**src/rtl/perf_pkg.sv**
```systemverilog
// Shared types and constants for the performance-counter dump sequencer.
// PERF_DUMP_CHECKSUM_EN appends an XOR checksum word after the five counters.
package perf_pkg;

  typedef enum logic [1:0] {
    IDLE  = 2'd0,
    SNAP  = 2'd1,
    WRITE = 2'd2,
    DONE  = 2'd3
  } perf_state_e;

`ifdef PERF_DUMP_CHECKSUM_EN
  localparam int NUM_PERF_WORDS = 6;
`else
  localparam int NUM_PERF_WORDS = 5;
`endif

  localparam int IDX_W = 3;

  localparam logic [IDX_W-1:0] IDX_CYCLES = 3'd0;
  localparam logic [IDX_W-1:0] IDX_INSTR  = 3'd1;
  localparam logic [IDX_W-1:0] IDX_ARITH  = 3'd2;
  localparam logic [IDX_W-1:0] IDX_MEM    = 3'd3;
  localparam logic [IDX_W-1:0] IDX_STALL  = 3'd4;
  localparam logic [IDX_W-1:0] IDX_CSUM   = 3'd5;
  localparam logic [IDX_W-1:0] IDX_LAST   = IDX_W'(NUM_PERF_WORDS - 1);

endpackage

```
**src/rtl/perf_snapshot_regs.sv**
```systemverilog
// Snapshot bank for the five counters plus the word-index read mux.
// PERF_DUMP_CHECKSUM_EN adds the XOR checksum as word index 5.
module perf_snapshot_regs
  import perf_pkg::*;
(
  input  logic             clk,
  input  logic             rst,
  input  logic             capture_i,
  input  logic [IDX_W-1:0] index_i,
  input  logic [31:0]      cycles_i,
  input  logic [31:0]      instr_i,
  input  logic [31:0]      arith_i,
  input  logic [31:0]      mem_i,
  input  logic [31:0]      stall_i,
  output logic [31:0]      word_o
);

  logic [31:0] cycles_q;
  logic [31:0] instr_q;
  logic [31:0] arith_q;
  logic [31:0] mem_q;
  logic [31:0] stall_q;

  always_ff @(posedge clk or posedge rst) begin
    if (rst) begin
      cycles_q <= '0;
      instr_q  <= '0;
      arith_q  <= '0;
      mem_q    <= '0;
      stall_q  <= '0;
    end else if (capture_i) begin
      cycles_q <= cycles_i;
      instr_q  <= instr_i;
      arith_q  <= arith_i;
      mem_q    <= mem_i;
      stall_q  <= stall_i;
    end
  end

  always_comb begin
    word_o = '0;
    case (index_i)
      IDX_CYCLES: word_o = cycles_q;
      IDX_INSTR:  word_o = instr_q;
      IDX_ARITH:  word_o = arith_q;
      IDX_MEM:    word_o = mem_q;
      IDX_STALL:  word_o = stall_q;
`ifdef PERF_DUMP_CHECKSUM_EN
      IDX_CSUM:   word_o = cycles_q ^ instr_q ^ arith_q ^ mem_q ^ stall_q;
`endif
      default:    word_o = '0;
    endcase
  end

endmodule

```
**src/rtl/perf_counter_dump_ctrl.sv**
```systemverilog
// Snapshots the perf counters on finish rise or host request and streams them to memory.
// PERF_DUMP_CHECKSUM_EN (see perf_pkg) extends the dump with an XOR checksum word.
module perf_counter_dump_ctrl
  import perf_pkg::*;
#(
  parameter int                 ADDR_W    = 32,
  parameter logic [ADDR_W-1:0]  BASE_ADDR = ADDR_W'(32'h0000_0400)
) (
  input  logic              clk,
  input  logic              rst,
  input  logic              finish,
  input  logic              dump_req,
  input  logic [31:0]       cycles,
  input  logic [31:0]       instr_count,
  input  logic [31:0]       aritmetric_count,
  input  logic [31:0]       memory_count,
  input  logic [31:0]       stall_count,
  input  logic              mem_wr_ready,
  output logic              mem_wr_valid,
  output logic [ADDR_W-1:0] mem_wr_addr,
  output logic [31:0]       mem_wr_data,
  output logic              freeze,
  output logic              busy,
  output logic              done
);

  // Handshake: a word transfers in the first cycle where mem_wr_valid and
  // mem_wr_ready are both high; addr/data never change while valid & ~ready.

  perf_state_e      state_q;
  logic [IDX_W-1:0] idx_q;
  logic             finish_q;
  logic             trig;

  assign trig = (finish & ~finish_q) | dump_req;

  always_ff @(posedge clk or posedge rst) begin
    if (rst) begin
      state_q  <= IDLE;
      idx_q    <= '0;
      finish_q <= 1'b0;
    end else begin
      finish_q <= finish;
      case (state_q)
        IDLE: begin
          if (trig) state_q <= SNAP;
        end
        SNAP: begin
          idx_q   <= '0;
          state_q <= WRITE;
        end
        WRITE: begin
          if (mem_wr_ready) begin
            if (idx_q == IDX_LAST) begin
              idx_q   <= '0;
              state_q <= DONE;
            end else begin
              idx_q <= idx_q + 1'b1;
            end
          end
        end
        DONE: begin
          // Holding here while finish stays high prevents a retrigger.
          if (!finish && !dump_req) state_q <= IDLE;
        end
        default: state_q <= IDLE;
      endcase
    end
  end

  perf_snapshot_regs u_snap (
    .clk       (clk),
    .rst       (rst),
    .capture_i (state_q == SNAP),
    .index_i   (idx_q),
    .cycles_i  (cycles),
    .instr_i   (instr_count),
    .arith_i   (aritmetric_count),
    .mem_i     (memory_count),
    .stall_i   (stall_count),
    .word_o    (mem_wr_data)
  );

  assign mem_wr_addr  = BASE_ADDR + ADDR_W'({idx_q, 2'b00});
  assign mem_wr_valid = (state_q == WRITE);
  assign freeze       = (state_q == SNAP) || (state_q == WRITE);
  assign busy         = (state_q == SNAP) || (state_q == WRITE);
  assign done         = (state_q == DONE);

endmodule

```
**config.mk**
```make
export PLATFORM = sky130hd
export DESIGN_NAME = perf_counter_dump_ctrl
export DESIGN_NICKNAME = d
export VERILOG_FILES = /design/src/rtl/perf_pkg.sv /design/src/rtl/perf_snapshot_regs.sv /design/src/rtl/perf_counter_dump_ctrl.sv
export SDC_FILE = /design/constraint.sdc
export NUM_CORES = 1
export LEC_CHECK = 0
export CAP_MARGIN = 5
export CORE_UTILIZATION = 42
export DETAILED_ROUTE_END_ITERATION = 10
export PLACE_DENSITY = 0.77
export SLEW_MARGIN = 20
export SYNTH_ARGS = -nofsm -noshare
export SYNTH_HDL_FRONTEND = slang
export SYNTH_HIERARCHICAL = 1
export SYNTH_SLANG_ARGS = --single-unit
```
**constraint.sdc**
```tcl
create_clock -name clk -period 6.6 [get_ports clk]
set_input_delay 1.65 -clock clk [delete_from_list [all_inputs] [get_ports clk]]
set_output_delay 1.65 -clock clk [all_outputs]
set_load 0.02 [all_outputs]
```
==> out/results.ini, run 1 <==
[sta]
relSlewSlack=0.3452
fin_tns_setup_ns=0
rsz0062_at_grt=no
fin_crit_ns=4.751
fin_skew_ns=0.009424
setup-violations-final=0
worst_pin_slew_ns=0.9822
maxSlewViolCount=0
post-route-period-util=0.7199
hold_viol=0
fmax_ghz=0.2105
fin_ws_ns=1.849

[logic_synthesis]
synth_warnings=6
avgSynthCellArea_um2=14.08
synth_top_family_by_area=multiplexers
synth_ff_type=dfrtp_1
synthSimpleGateAreaFrac=0.01296
syn-instance-count=569
synth_xor_area_frac=0
netlist_area_um2=8014
synth_compound_area_frac=0.1024
synth_cell_types=35
ys_async_sr_fraction=1.000
synthAdderAreaFrac=0.01093
ys_seq_elements=166
ys_seq_area_frac=0.5183
synthMuxAreaShare=0.2873
synth_edf_count=0

[power_and_ir_drop]
p_sw_frac=0.3509
p_int_mw=3.722
p_leak_nw=4.271
p_comb_frac=0.488
pwr_density_cell_nw_per_um2=540.0
clkPwrFrac=0.186
peakVddDrop_mv=0.4124
power_frac_seq=0.327
power_switching_mw=2.012

[finish]
fin_cells=997
nNetsFinal=922
drive_above_1_share=0.3329
antenna_cells=0
mostFrequentLayoutCells=clkdlybuf4s50_1, mux2_2, dfrtp_1
regArea_um2=4158
final_common_cell=clkdlybuf4s50_1
multi_input_area_um2=3436
area_growth_syn_to_layout_pct=32.51
fillCellCount=1469

[setup_path]
endpoint_kind=output pin
critical_path_class=reg2out
crit_family=simple AND/OR/NAND/NOR gates
worst-path-buf-inv=1
slowest_delay_ns=0.87
slowest_stage=nor2b_4
critPathRequiredTime_ns=4.95
cp.arrival_ns=3.10
path_cells=nor2b_4 -> a22oi_1 -> o22ai_1 -> clkdlybuf4s50_1
start_kind=register
crit_fanout=33

[drt]
routed_wl_mm=18.86
post_drt_wl_per_cell_um=18.92
vias=5255
first_pass_iters=4
dr.first_iter.drc_count=201
viasPerCell=5.271
ant_nets=0
drc=0

[floorplanning]
dieHeight_um=140.1
core_um2=18710
initial_core_util=0.4284
die_w_um=140.1
fp-row-count=50
ios=233
dieArea_um2=19640

[global_routing]
grt.total_usage=0.2022
globalRoute.totalOverflow=0
grt_pass1_vias=5855
grt_pass1_wl_mm=30.54
antenna_found_initial=0
grt_max_degree=108

[placed_design]
io_buffers=203
place_hpwl_mm=12.89
place_inst=965
place_ws_ns=2.277
gp_congestion=0.8329

[clock_network]
worstSkewPairLatency_ns=0.43
cts_resized=0
clkTransAtPathRegs_ns=0.07
ctsRootBufferMaster=clkbuf_16
cts_max_level=4
numCtsBuffers=17
cts_tree=yes
cts_max_path_buffers=2
clkSinkCount=166
cts_setup_buffers=0
cts_hold_buf=0

[hold_path]
hp-class=reg2reg

[flow_run]
max_cap_viol_count=0

[run_status]
status=completed

-- power groups by stage --
stage	registers [mW]	clock network, mW	logic [mW]
final	1.87	1.06	2.80
after detailed placement	1.89	0	2.81
after CTS	1.87	1.09	2.82
after global routing	1.94	1.13	2.99
after floorplan	1.77	0	2.08
after global placement	1.86	0	2.73
-- cell usage after synthesis, types with 6 or more instances --
master	n	area, µm²
dfrtp_1	166	4154
mux2_2	164	1847
a22oi_1	43	322.8
buf_4	33	247.7
mux2_4	29	435.4
o22ai_1	23	143.9
buf_2	22	110.1
a22oi_2	12	150.1
a32oi_1	8	70.07
o21ai_1	8	40.04
buf_6	7	78.83
ha_1	7	87.58
inv_1	7	26.28
clkbuf_1	6	22.52
-- path summary, 6_finish.rpt --
path,from,to,slack [ns],depth (start not counted)
worst max-delay path,idx_q[2]$_DFFE_PP0P_,mem_wr_data[21],1.85,4
worst min-delay path,u_snap/mem_q[2]$_DFFE_PP0P_,u_snap/mem_q[2]$_DFFE_PP0P_,0.51,1
worst max register to register,state_q[1]$_DFFE_PP0P_,u_snap/mem_q[12]$_DFFE_PP0P_,4.14,4
worst min register to register,u_snap/mem_q[2]$_DFFE_PP0P_,u_snap/mem_q[2]$_DFFE_PP0P_,0.51,1
max in group asynchronous,rst,u_snap/stall_q[11]$_DFFE_PP0P_,3.43,3
min in group asynchronous,rst,state_q[0]$_DFFE_PP0P_,1.56,2
-- stage by stage --
stage	total power [mW]	hold slack, ns	utilization	cell area (µm²)
after CTS	5.786	0.5095	0.5677	10620
final	5.734	0.5059	0.5677	10620
after global placement	4.580	0.4875	0.5339	9987
after detailed placement	4.701	0.4934	0.5339	9987
after global routing	6.072	0.5254	0.5677	10620
after floorplan	3.846	0.4750	-	8115
-- per-layer routing --
layer	part of all wire	global-route usage	vias to the layer above
met3	0.058	0.05504	24
met4	0.021	0.07114	0
met1	0.42	0.2468	2629
met5	0	0	-
li1	-	-	2402
met2	0.50	0.3439	200
-- cell type report --
class | instances | area share
Tap cell | 234 | 0.02757
Timing Repair Buffer | 208 | 0.1949
Inverter | 7 | 0.002946
Sequential cell | 166 | 0.3915
Clock buffer | 17 | 0.04006
Clock inverter | 15 | 0.01944
Multi-Input combinational cell | 350 | 0.3236
-- cell families (layout without fill, tap and decap cells) --
kind of cell,Yosys count,in the layout
flip-flops,166,166
adder cells (fa/ha/maj),7,7
multiplexers,195,195
AND/OR/NAND/NOR,15,15
buffers and inverters,80,247
AO/OA/AOI/OAI,104,104
other,2,29
-- state kept, by name, indices dropped and copies added (netlist names) --
register / count
u_snap/stall_q: 32
u_snap/cycles_q: 32
finish_q: 1
u_snap/instr_q: 32
state_q: 2
u_snap/mem_q: 32
idx_q: 3
u_snap/arith_q: 32
Power figures use the tool's default switching activity.
==> inputs of run 2 (changes only) <==
==> constraint.sdc (replaced) <==
create_clock -name clk -period 4.4 [get_ports clk]
set_input_delay 1.1 -clock clk [delete_from_list [all_inputs] [get_ports clk]]
set_output_delay 1.1 -clock clk [all_outputs]
set_load 0.02 [all_outputs]
==> out/results.ini, run 2 (synthesis results as in run 1) <==
[run_status]
status=completed

[global_routing]
grt_max_degree=163
grt_pass1_wl_mm=30.92
grt_pass1_vias=5784
antenna_found_initial=0
globalRoute.totalOverflow=0
grt.total_usage=0.2038

[clock_network]
cts_tree=yes
cts_hold_buf=0
clkTransAtPathRegs_ns=0.06
ctsRootBufferMaster=clkbuf_16
cts_setup_buffers=0
numCtsBuffers=17
clkSinkCount=166
cts_max_path_buffers=2
cts_max_level=4
cts_resized=0
worstSkewPairLatency_ns=0.42

[setup_path]
endpoint_kind=output pin
worst-path-buf-inv=2
cp.arrival_ns=2.90
critical_path_class=reg2out
crit_family=buffers and inverters
slowest_delay_ns=0.63
slowest_stage=clkdlybuf4s50_1
start_kind=register
path_cells=buf_4 -> nor2b_1 -> a32oi_1 -> o21ai_1 -> clkdlybuf4s50_1
crit_fanout=21
critPathRequiredTime_ns=3.30

[finish]
area_growth_syn_to_layout_pct=32.35
antenna_cells=0
fin_cells=1002
mostFrequentLayoutCells=clkdlybuf4s50_1, mux2_2, dfrtp_1
utilization=0.5670
nNetsFinal=927
final_common_cell=clkdlybuf4s50_1
drive_above_1_share=0.3359

[sta]
fin_skew_ns=0.005893
fin_tns_setup_ns=0
post-route-period-util=0.9086
setup-violations-final=0
worst_pin_slew_ns=0.9534
fin_crit_ns=3.998
relSlewSlack=0.3644
rsz0062_at_grt=no
maxSlewViolCount=0
holdWs_ns=0.5064
hold_viol=0
fmax_ghz=0.2501

[floorplanning]
initial_core_util=0.4284
ios=233
dieHeight_um=140.1
fp-row-count=50
core_um2=18710
die_w_um=140.1
dieArea_um2=19640

[power_and_ir_drop]
p_comb_frac=0.500
p_int_mw=5.503
power_switching_mw=2.952
power_frac_seq=0.333
total_power_mw=8.455
p_sw_frac=0.3492
clkPwrFrac=0.168
peakVddDrop_mv=0.5958
p_leak_nw=4.269
pwr_density_cell_nw_per_um2=797.2

[drt]
viasPerCell=5.319
ant_nets=0
routed_wl_mm=19.09
drc=0
vias=5330
first_pass_iters=4
post_drt_wl_per_cell_um=19.05
dr.first_iter.drc_count=295

[placed_design]
place_hpwl_mm=13.10
io_buffers=203
gp_congestion=0.8268
place_inst=970

[hold_path]
hp-class=reg2reg

[flow_run]
max_cap_viol_count=0

==> run 2: path summary, 6_finish.rpt <==
kind / start / end / slack (ns) / cells after the start
min reg2reg: u_snap/arith_q[2]$_DFFE_PP0P_ / u_snap/arith_q[2]$_DFFE_PP0P_ / 0.51 / 1
max reg2reg: idx_q[0]$_DFFE_PP0P_ / state_q[1]$_DFFE_PP0P_ / 2.35 / 6
max in group asynchronous: rst / u_snap/cycles_q[0]$_DFFE_PP0P_ / 2.40 / 3
max: idx_q[1]$_DFFE_PP0P_ / mem_wr_data[30] / 0.40 / 5
min in group asynchronous: rst / finish_q$_DFF_PP0_ / 0.99 / 2
min: u_snap/arith_q[2]$_DFFE_PP0P_ / u_snap/arith_q[2]$_DFFE_PP0P_ / 0.51 / 1
==> run 2: power by group through the flow <==
stage                     Sequential, mW  Clock (mW)  Combinational [mW]
after floorplan                     2.65           0                3.12
after global placement              2.80           0                4.14
after detailed placement            2.84           0                4.25
after CTS                           2.82        1.45                4.27
after global routing                2.91        1.52                4.51
final                               2.81        1.42                4.23
==> run 2: layer usage <==
metal,routed length [µm],vias to the layer above,part of all wire,global-route usage
li1,-,2411,-,-
met1,7832,2695,0.41,0.2471
met2,9803,204,0.51,0.3545
met3,1179,20,0.062,0.05470
met4,272,0,0.014,0.05957
met5,0,-,0,0
==> run 2: through the flow <==
stage          worst slack (ns)  area (µm²)
2_1_floorplan             1.271        8119
3_5_place_dp             0.8352       10050
4_1_cts                  0.3671       10610
6_report                 0.4023       10610
3_3_place_gp             0.8774       10050
5_1_grt                  0.2055       10610
==> run 2: area by class of cell <==
cell class / count / area [µm²]
Multi-Input combinational cell: 350 / 3436
Timing Repair Buffer: 213 / 2132
Clock inverter: 12 / 101.3
Clock buffer: 20 / 456.7
Fill cell: 1465 / 8099
Inverter: 7 / 30.03
Sequential cell: 166 / 4158
Tap cell: 234 / 292.8
